## src/rtl/rate_tick_gen.sv

```systemverilog
// Purpose: divide the board clock to a selectable rate and emit a one-cycle clock-enable tick.
// Latency: tick and count are registered; tick rises one cycle after the expiry edge.
// Backpressure: none; enable=0 freezes the period and forces tick low.
//
// Ports:
//   clock     - system clock, all state updates on the rising edge
//   clear_n   - synchronous active-low reset, wins over every other input
//   enable    - 1 = run, 0 = pause (count held, tick low)
//   speed_sel - 00 every cycle, 01 = CLK_HZ, 10 = 2*CLK_HZ, 11 = 4*CLK_HZ cycles per tick
//   tick      - registered one-cycle enable pulse for the downstream counter
//   count     - current down-counter value, exposed for debug
module rate_tick_gen #(
  parameter int unsigned CLK_HZ = 50000000,
  parameter int unsigned WIDTH  = 28
) (
  input  logic             clock,
  input  logic             clear_n,
  input  logic             enable,
  input  logic [1:0]       speed_sel,
  output logic             tick,
  output logic [WIDTH-1:0] count
);

  // Reload values are D-1, formed at full WIDTH so the 4x divisor is never truncated.
  localparam logic [WIDTH-1:0] RELOAD_1HZ  = WIDTH'(CLK_HZ - 1);
  localparam logic [WIDTH-1:0] RELOAD_HALF = WIDTH'(2 * CLK_HZ - 1);
  localparam logic [WIDTH-1:0] RELOAD_QTR  = WIDTH'(4 * CLK_HZ - 1);

  logic [WIDTH-1:0] count_q, count_d;
  logic             tick_q, tick_d;
  logic [1:0]       sel_q, sel_d;
  logic [WIDTH-1:0] reload;

  // Reload for the currently presented select; used by reset, rate change and expiry.
  always_comb begin
    reload = '0;
    case (speed_sel)
      2'b00:   reload = '0;
      2'b01:   reload = RELOAD_1HZ;
      2'b10:   reload = RELOAD_HALF;
      default: reload = RELOAD_QTR;
    endcase
  end

  always_comb begin
    count_d = count_q;
    tick_d  = 1'b0;
    sel_d   = sel_q;
    if (speed_sel != sel_q) begin
      // A rate change restarts the period immediately; an expiry landing on
      // this edge is dropped so the new rate starts from a clean full period.
      count_d = reload;
      sel_d   = speed_sel;
    end else if (!enable) begin
      count_d = count_q;
    end else if (count_q == '0) begin
      count_d = reload;
      tick_d  = 1'b1;
    end else begin
      count_d = count_q - 1'b1;
    end
  end

  always_ff @(posedge clock) begin
    if (!clear_n) begin
      count_q <= reload;
      tick_q  <= 1'b0;
      sel_q   <= speed_sel;
    end else begin
      count_q <= count_d;
      tick_q  <= tick_d;
      sel_q   <= sel_d;
    end
  end

  assign tick  = tick_q;
  assign count = count_q;

endmodule

```

## config.mk

```make
export PLATFORM = sky130hd
export DESIGN_NAME = rate_tick_gen
export DESIGN_NICKNAME = d
export VERILOG_FILES = /design/src/rtl/rate_tick_gen.sv
export SDC_FILE = /design/constraint.sdc
export NUM_CORES = 1
export LEC_CHECK = 0
export ABC_AREA = 1
export CORE_MARGIN = 1
export CORE_UTILIZATION = 45
export DETAILED_ROUTE_END_ITERATION = 10
export PLACE_DENSITY = 0.69
export SLEW_MARGIN = 25
export SYNTH_ARGS = -nofsm -noshare
export SYNTH_HDL_FRONTEND = slang
export SYNTH_SLANG_ARGS = --single-unit
```

## constraint.sdc

```tcl
create_clock -name clock -period 2.5 [get_ports clock]
set_input_delay 0.625 -clock clock [delete_from_list [all_inputs] [get_ports clock]]
set_output_delay 0.625 -clock clock [all_outputs]
set_load 0.02 [all_outputs]
```

==> impl_metrics.yaml <==
clocking:
  postCtsHoldBufs: 0
  path_clk_slew_ns: 0.06
  cts_setup_buffers: 0
  cts_root_buffer: "clkbuf_8"
  htree_levels: 2
  cts_max_path_buffers: 2
  ctsResizeCount: 0
  cts.sinks: 31
  numCtsBuffers: 5
  clk_latency_ns: 0.29
  cts_tree: "built"
detailed_routing:
  dr.pass1.iters: 8
  routedWlPerCell_um: 13.5
  finalWirelength_um: 5140
  ant_nets: 0
  dr_wl_met3_um: 190
  routed_via_density: 5.05
  drc: 2
  drt_iter0_drc: 141
  m1WireLength_um: 2450
  vias: 1930
  top_layer: "met4"
  route.met2.wl_um: 2420
critical_path:
  r2r_start: "count[12]"
  criticalPathCategory: "flop to flop"
  reg2reg_to: "count[3]"
  endpoint_kind: "flop"
  slowest_delay_ns: 0.47
  path_buf_inv: 1
  r2r_slack_ns: 0.43
  reg2regPathDepth: 8
  path_cells: "nor2_2, nand3_1, nor2_1, nand3_2, nand2_4, nand2_2, o21ai_0, inv_1"
  slowest_stage: "edfxtp_1"
  path_max_fanout: 26
  critical_path.startpoint_type: "flop"
  critical_path.top_delay_family: "simple AND/OR/NAND/NOR gates"
  critPathLaunch: "count[12]"
  arrival_ns: 2.11
  worstPathRequired_ns: 2.54
yosys:
  syn-instance-count: 286
  synth.top_cell.area_share_pct: 42.1
  ys_types: 22
  async_reset_ff_share_pct: 0
  yosysWarnings: 0
  synth_xor_area_share_pct: 6.14
  synth_top_family_by_area: "simple AND/OR/NAND/NOR gates"
  syn_nets: 297
  netlist_area_um2: 2140
  synthFlopType: "edfxtp_1"
  yosys.area.top_type: "edfxtp_1"
  synth-simple-area-share_pct: 36.8
  synth_seq_area_share_pct: 43.1
  synth_area_leaders: "edfxtp_1 42%, nand2_1 13%, nor2_1 11%"
  ys_ff_latch: 31
  muxShareOfSynthArea_pct: 0
  synth_compound_area_share_pct: 2.57
  synth_edf_count: 30
  synth_fa_ha_area_share_pct: 3.51
  syn_avg_cell_area_um2: 7.48
finish:
  drive_above_1_share_pct: 8.18
  nFillCells: 428
  multi_input_area_um2: 1050
  seq_area_um2: 921
  diodes: 0
  nNetsFinal: 340
  instances_no_fill: 382
  design_area_um2: 2660
  area_delta_synth_final_pct: 24.2
placed_design:
  port_buffers: 33
  dp_hpwl_um: 3890
  dp_cells: 374
  dpl_cell_area_um2: 2550
  routabilityCongestion: 0.977
  dpl_worst_slack_ns: 0.150
sta:
  tns_ns: 0
  slew_viol_final: 0
  setup_ws_ns: 0.425
  rsz0062_at_grt: "no"
  relSlewSlack_pct: 73.1
  fin_crit_sh_pct: 83.0
  fin_skew_ns: 0.00323
  final.min_clock_period_ns: 2.07
  hold_viol: 0
  max_freq_ghz: 0.482
  setup_viol: 0
  tightest_slew_ns: 0.402
  fin_hold_ws_ns: 0.717
die:
  design.core.area_um2: 4470
  start_util_pct: 47.8
  die_w_um: 70.9
  die_h_um: 70.9
  rows: 24
  die_area_um2: 5030
  ioPinCount: 34
power:
  pwr_density_cell_nw_per_um2: 607
  cellLeakagePower_nw: 1.13
  irDropWorstVdd_mv: 0.319
grt:
  first_global_vias: 1697
  overflow: 0
  antenna_found_initial: 0
  grt_max_degree: 29
  grt_pass1_wl_um: 8400
  grtUsageTotal_pct: 22.5
run_status:
  status: "finished with violations"
  violations: "DRC"
flow_run:
  drv_cap: 0
worst_hold_path:
  hold_path_startpoint: "count[10]"
  worst_hold_path_type: "flop to flop"
  whs_path_depth: 2
  min_to: "count[10]"
cells in the final DEF (no fill, tap or decap):
cell,count
nand2_1,76
nor2_1,62
inv_1,36
clkdlybuf4s50_1,33
edfxtp_1,30
nand3_1,19
nor2_2,9
o21ai_0,8
nand4_1,8
xor2_1,8
xnor2_1,7
ha_1,6
buf_4,6
clkbuf_8,5
nand3b_1,3
o21ai_1,3
nand2_2,2
clkbuf_1,2
nand3_2,1
nand2_4,1
or2_2,1
inv_2,1
nor3_1,1
bufinv_16,1
dfxtp_1,1
Yosys cell counts (2+ instances only):
cell type / count
nor2_1: 62
o21ai_1: 3
nand2_1: 76
nor2_2: 9
ha_1: 6
nand2_2: 2
xor2_1: 8
edfxtp_1: 30
buf_6: 2
nand4_1: 8
xnor2_1: 7
nand3_1: 19
nand3b_1: 3
inv_1: 36
o21ai_0: 8
area by class of cell:
type                    count  area share, %
clock inverters             1           1.13
clock buffers               7           2.87
repair buffers             39           14.1
inverters                  37           5.23
well taps                  52           2.45
flip-flops and latches     31           34.7
multi-input cells         215           39.5
logic make-up (layout without fill, tap and decap cells):
group	after synthesis	in the layout
compound gates	11	11
xor+xnor	15	15
fa+ha+maj	6	6
buf+inv	40	84
flops	31	31
simple gates	183	183
report_power, final:
part           internal, mW  leakage, nW  switching [mW]
Sequential            0.644        0.318          0.0775
Combinational         0.171        0.757           0.236
Clock                 0.298       0.0524           0.186
Total                  1.11         1.13           0.500
metal layers:
metal,global-route usage (%),up-vias
li1,-,994
met1,30.5,892
met2,36.0,39
met3,4.70,5
met4,8.00,0
met5,0,-
flip-flops by register name (all words and copies together), names as in the netlist:
signal	flops
sel_q	2
count	28
tick	1
metrics by stage:
stage | power [mW] | util [%]
after floorplan | 0.960 | -
after global placement | 1.14 | 57.0
after detailed placement | 1.14 | 57.0
after CTS | 1.63 | 59.3
after global routing | 1.70 | 59.3
final | 1.61 | 59.3
how the worst max path moves through the flow:
stage | cells past startpoint | to | slack [ns]
final | 8 | count[3] | 0.43
after floorplan | 4 | count[0] | 0.47
after global routing | 8 | count[3] | 0.25
after global placement | 8 | count[4] | 0.23
after detailed placement | 8 | count[3] | 0.15
after CTS | 8 | count[3] | 0.42
worst min-delay path: stages (launching register included):
cell and delay (ns):
edfxtp_1 0.44, xor2_1 0.09, nor2_1 0.07
No activity file was read; power rests on OpenSTA's default activity.
